**src/rtl/mem_bus_pkg.sv**
```systemverilog
// Shared types and constants for the memory-bus blocks (arbiter and future bus glue).
// Latency: n/a (types only).
// Backpressure: n/a.
package mem_bus_pkg;

  // Arbiter phase: wait for a request, hold one slave access, pulse the response.
  typedef enum logic [1:0] {
    IDLE = 2'd0,
    BUSY = 2'd1,
    RESP = 2'd2
  } arb_state_t;

  // One PicoRV32-native-bus request as presented to the slave.
  typedef struct packed {
    logic        instr;
    logic [31:0] addr;
    logic [31:0] wdata;
    logic [3:0]  wstrb;
  } mem_req_t;

  // Word returned to a master whose slave access never completed.
  localparam logic [31:0] ERR_RDATA_DEFAULT = 32'hDEAD_BEEF;

endpackage

```
**src/rtl/mem_bus_arbiter_rr_pick.sv**
```systemverilog
// Round-robin pick: first set request after last_grant, wrapping modulo NUM_REQ.
// Latency: purely combinational.
// Backpressure: none; the caller decides when the pick is consumed.
module rr_pick #(
  parameter int NUM_REQ = 2,
  parameter int GW      = 1
) (
  input  logic [NUM_REQ-1:0] req,
  input  logic [GW-1:0]      last_grant,
  output logic [GW-1:0]      winner,
  output logic               any
);

  logic [GW-1:0] idx;

  // Walk the search order backwards so the nearest requester after last_grant is written last.
  always_comb begin
    winner = '0;
    any    = 1'b0;
    idx    = '0;
    for (int i = NUM_REQ; i >= 1; i--) begin
      idx = GW'((int'(last_grant) + i) % NUM_REQ);
      if (req[idx]) begin
        winner = idx;
        any    = 1'b1;
      end
    end
  end

endmodule

```
**src/rtl/mem_bus_arbiter.sv**
```systemverilog
// Round-robin share of one single-port memory slave between NUM_REQ native-bus masters.
// Latency: request sampled -> s_valid next cycle -> m_ready one cycle after s_ready (4 cycles min).
// Backpressure: losers wait with m_valid held; a silent slave is cut off after TIMEOUT_CYCLES.
module mem_bus_arbiter
  import mem_bus_pkg::*;
#(
  parameter int          NUM_REQ        = 2,
  parameter int          TIMEOUT_CYCLES = 255,
  parameter logic [31:0] ERR_RDATA      = ERR_RDATA_DEFAULT,
  localparam int         GW             = (NUM_REQ > 1) ? $clog2(NUM_REQ) : 1
) (
  input  logic                    clk,
  input  logic                    reset,
  input  logic [NUM_REQ-1:0]      m_valid,
  input  logic [NUM_REQ-1:0]      m_instr,
  input  logic [NUM_REQ-1:0][31:0] m_addr,
  input  logic [NUM_REQ-1:0][31:0] m_wdata,
  input  logic [NUM_REQ-1:0][3:0] m_wstrb,
  output logic [NUM_REQ-1:0]      m_ready,
  output logic [31:0]             m_rdata,
  output logic                    s_valid,
  output logic                    s_instr,
  output logic [31:0]             s_addr,
  output logic [31:0]             s_wdata,
  output logic [3:0]              s_wstrb,
  input  logic                    s_ready,
  input  logic [31:0]             s_rdata,
  output logic [GW-1:0]           grant_id,
  output logic                    timeout_err
);

  // Plain-vector state encoding kept compatible with older tooling; values follow arb_state_t.
  localparam logic [1:0] ST_IDLE = IDLE;
  localparam logic [1:0] ST_BUSY = BUSY;
  localparam logic [1:0] ST_RESP = RESP;

  // Counter value seen in the last BUSY cycle before the forced completion.
  localparam logic [15:0] TO_LAST = 16'(TIMEOUT_CYCLES - 1);
  localparam logic [NUM_REQ-1:0] ONE_HOT0 = NUM_REQ'(1);

  logic [1:0]    state;
  mem_req_t      s_req;
  logic [GW-1:0] last_grant;
  logic [15:0]   to_cnt;
  logic [GW-1:0] winner;
  logic          any_req;

  rr_pick #(
    .NUM_REQ (NUM_REQ),
    .GW      (GW)
  ) u_rr_pick (
    .req        (m_valid),
    .last_grant (last_grant),
    .winner     (winner),
    .any        (any_req)
  );

  assign s_instr = s_req.instr;
  assign s_addr  = s_req.addr;
  assign s_wdata = s_req.wdata;
  assign s_wstrb = s_req.wstrb;

  // Arbitration FSM: latch winner, hold one slave access, return a single-cycle response.
  always_ff @(posedge clk) begin
    if (reset) begin
      state       <= ST_IDLE;
      s_req       <= '0;
      s_valid     <= 1'b0;
      m_ready     <= '0;
      m_rdata     <= '0;
      timeout_err <= 1'b0;
      grant_id    <= '0;
      last_grant  <= GW'(NUM_REQ - 1);
      to_cnt      <= '0;
    end else begin
      // Response strobes live for exactly the RESP cycle.
      m_ready     <= '0;
      timeout_err <= 1'b0;
      case (state)
        ST_IDLE: begin
          if (any_req) begin
            s_req.instr <= m_instr[winner];
            s_req.addr  <= m_addr[winner];
            s_req.wdata <= m_wdata[winner];
            s_req.wstrb <= m_wstrb[winner];
            s_valid     <= 1'b1;
            grant_id    <= winner;
            last_grant  <= winner;
            to_cnt      <= '0;
            state       <= ST_BUSY;
          end
        end
        ST_BUSY: begin
          if (s_ready) begin
            // Drop valid right away so the slave does not start a second access.
            s_valid  <= 1'b0;
            m_rdata  <= s_rdata;
            m_ready  <= ONE_HOT0 << grant_id;
            state    <= ST_RESP;
          end else if (to_cnt == TO_LAST) begin
            s_valid     <= 1'b0;
            m_rdata     <= ERR_RDATA;
            m_ready     <= ONE_HOT0 << grant_id;
            timeout_err <= 1'b1;
            state       <= ST_RESP;
          end else begin
            to_cnt <= to_cnt + 16'd1;
          end
        end
        ST_RESP: begin
          // The master drops m_valid on this edge, so IDLE never sees a stale request.
          state <= ST_IDLE;
        end
        default: begin
          state <= ST_IDLE;
        end
      endcase
    end
  end

endmodule

```
**config.mk**
```make
export PLATFORM = sky130hd
export DESIGN_NAME = mem_bus_arbiter
export DESIGN_NICKNAME = d
export VERILOG_FILES = /design/src/rtl/mem_bus_pkg.sv /design/src/rtl/mem_bus_arbiter_rr_pick.sv /design/src/rtl/mem_bus_arbiter.sv
export SDC_FILE = /design/constraint.sdc
export NUM_CORES = 1
export LEC_CHECK = 0
export BUFFER_PORTS_ARGS = -buffer_cell sky130_fd_sc_hd__buf_2
export CAP_MARGIN = 15
export CORE_AREA = 2 2 108 110
export DETAILED_ROUTE_END_ITERATION = 8
export DIE_AREA = 0 0 110 112
export GPL_TIMING_DRIVEN = 0
export PLACE_DENSITY = 0.85
export SYNTH_ARGS = -nofsm -noshare
export SYNTH_HDL_FRONTEND = slang
export SYNTH_SLANG_ARGS = --single-unit
```
**constraint.sdc**
```tcl
create_clock -name clk -period 3.2 [get_ports clk]
set_input_delay 0.16 -clock clk [delete_from_list [all_inputs] [get_ports clk]]
set_output_delay 0.16 -clock clk [all_outputs]
set_load 0.005 [all_outputs]
```
==> flow_metrics.tcl <==
set metrics [dict create \
    grt_remaining_overflow 0 \
    grt_max_degree 17 \
    drt_first_pass_iters 6 \
    first_global_vias 4972 \
    status "complete, no violations" \
    h-tree-depth 4 \
    antenna_found_initial 0 \
    yosysWarnings 0 \
    row_count 39 \
    setup_violations 0 \
    syn_area_mm2 0.005353 \
    drc 0 \
    finalCoreUtilization_pct 67.62 \
    io_pins 281 \
    routed-wl-met3_mm 1.092 \
    synth-edff-count 0 \
    ys_seq_area_share_pct 46.75 \
    cts_buffers 17 \
    finalHoldViolations 0 \
    tns_ns 0 \
    r2r-start "to_cnt[0]" \
    synth.distinct_cells 56 \
    rsz0062_at_grt "no" \
    detail-route-antenna-nets 0 \
    post_drt_wl_per_cell_um 16.02 \
    die-area_mm2 0.01232 \
    synth-seq-cells 125 \
    routed.top_layer "met4" \
    initial_core_util_pct 47.90 \
    r2r-end "m_rdata[13]" \
    p_leak_uw 0.003551 \
    portBuffers 280 \
    timing.final.crit_share_pct 59.58 \
    vias 5244 \
    min_from "s_rdata[5]" \
    cts_root_buf "clkbuf_16" \
    peakVddDrop_mv 0.3160 \
    required_ns 3.49 \
    gp_congestion 0.8696 \
    nets 1012 \
    post_cts_buffers 0 \
    grt_pass1_wl_mm 24.29 \
    vias_per_cell 5.292 \
    powerDensity_mw_per_mm2 584.5 \
    holdPathStages 2 \
    cap_violations 0 \
    cts_sinks 125 \
    wl_met2_mm 8.157 \
    max-slew-margin-rel_pct 48.88 \
    wl_mm 15.88 \
    syn_area_per_cell_um2 10.04 \
    critPathCaptureType "register" \
    place_hpwl_mm 12.04 \
    syn_inst 533 \
    startpoint_type "register" \
    drv_slew 0 \
    worst_r2r_path_depth 8 \
    post-route-min-period_ns 1.907 \
    met1_length_mm 6.157 \
    core-area_mm2 0.01117 \
    drive_gt1_share_pct 43.51 \
    arrival_ns 2.20 \
    area_growth_syn_to_layout_pct 41.16 \
    clk_latency_ns 0.41 \
    tritoncts "built" \
    place_inst 956 \
    hold_class "primary input to register" \
    crit_type "register to register" \
    synth_nets 710 \
    max_slew.worst_pin.slew_ns 0.7651 \
    fin_skew_ns 0.006189 \
    crit_fanout 10 \
    cts.path.max_buffers 2 \
    die_x_um 110 \
    layout.cells.non_filler 991 \
    grt_usage_pct 25.45 \
    synth_ff_type "dfxtp_1" \
    drt_first_iter_violations 333 \
    clk_pin_slew_ns 0.05 \
    async_reset_ff_share_pct 0 \
    fmax_mhz 524.5 \
    ff2ff_setup_slack_ns 1.29 \
    die_h_um 112 \
    worst_hold_path.endpoint "m_rdata[5]" \
    antennaDiodeCount 0 \
]
-- state kept, by name, indices dropped and copies added, names as in the netlist --
signal	flops
grant_id	1
last_grant	1
m_rdata	32
m_ready	2
s_addr	32
s_instr	1
s_valid	1
s_wdata	32
s_wstrb	4
state	2
timeout_err	1
to_cnt	16
-- Yosys cell counts, drive strengths merged (5+ instances only) --
library cell  instances  area, µm²
a31oi                 5      31.28
nand2                11      41.29
dfxtp               125       2502
clkbuf               21      78.83
o221a                24      270.3
buf                  24      148.9
nand3                 6      30.03
nor2                 75      281.5
o21ai                 8      47.54
inv                   5      18.77
a31o                  8      70.07
mux2i                71      710.7
a21oi                 6      30.03
and4                  5      48.80
and3                 12      75.07
a211oi               69      518.0
o211ai                5      37.54
-- layer usage --
metal | up-vias | global-route usage, %
met5 | - | 0
met3 | 34 | 6.616
met1 | 2362 | 29.47
met4 | 0 | 10.04
met2 | 224 | 44.05
li1 | 2624 | -
-- cell usage in the layout (no fill, tap or decap), drive strengths merged, types with 5 or more instances in the layout --
master / count
buf: 304
dfxtp: 125
nor2: 75
mux2i: 71
a211oi: 69
clkbuf: 42
o221a: 24
and3: 12
nand2: 11
a31o: 8
o21ai: 8
a21oi: 6
nand3: 6
clkinv: 6
inv: 5
a31oi: 5
o211ai: 5
and4: 5
-- stage by stage --
step	setup slack (ns)	power [µW]	area (µm²)	hold slack (ns)
after floorplan	1.462	2170	5353	0.3336
after global placement	1.346	2507	6933	0.4188
after detailed placement	1.325	2523	6933	0.4273
after CTS	1.304	4441	7556	0.0007532
after global routing	1.196	4606	7556	0.003938
final	1.293	4417	7556	0.01573
-- worst max-delay path: stages (launching register included) --
cell	delay, ns
dfxtp_1	0.37
inv_1	0.09
ha_1	0.22
and4b_1	0.19
and4_4	0.20
o21a_1	0.18
buf_6	0.14
buf_8	0.14
o221a_2	0.27
-- cells by family after synthesis --
family,share of synthesized area (%)
simple gates,14.07
mux,13.28
flops,46.75
fa+ha+maj,0.4674
buf+inv,4.605
compound gates,20.83
-- layout make-up --
cell class	instances	area [µm²]
sequential	125	2502
buffer	45	227.7
clock inverter	11	142.6
inverter	5	18.77
clock buffer	21	450.4
multi-input combinational	358	2604
timing repair buffer	283	1431
fill	903	3618
tap	143	178.9
-- power breakdown --
group	leakage [µW]	switching, µW	internal, µW
clock network	0.000287	683	1240
logic	0.00223	379	346
registers	0.00103	70.7	1700
total	0.00355	1130	3280
-- worst max-delay path by stage --
stage,from,to,slack [ns],cells after the start
finish,to_cnt[0],m_rdata[13],1.29,8
CTS,to_cnt[0],m_rdata[13],1.30,8
global route,state[1],s_wdata[10],1.20,5
global placement,to_cnt[0],m_rdata[15],1.35,8
floorplan,to_cnt[0],m_rdata[11],1.46,8
detailed placement,to_cnt[0],m_rdata[13],1.33,8
-- repair_timing --
item | 4_1_cts | 5_1_grt
endpoints found under the hold margin | 3 | 0
resized for setup | 0 | 0
hold buffers | 3 | 0
(Power assumes the default switching activity.)
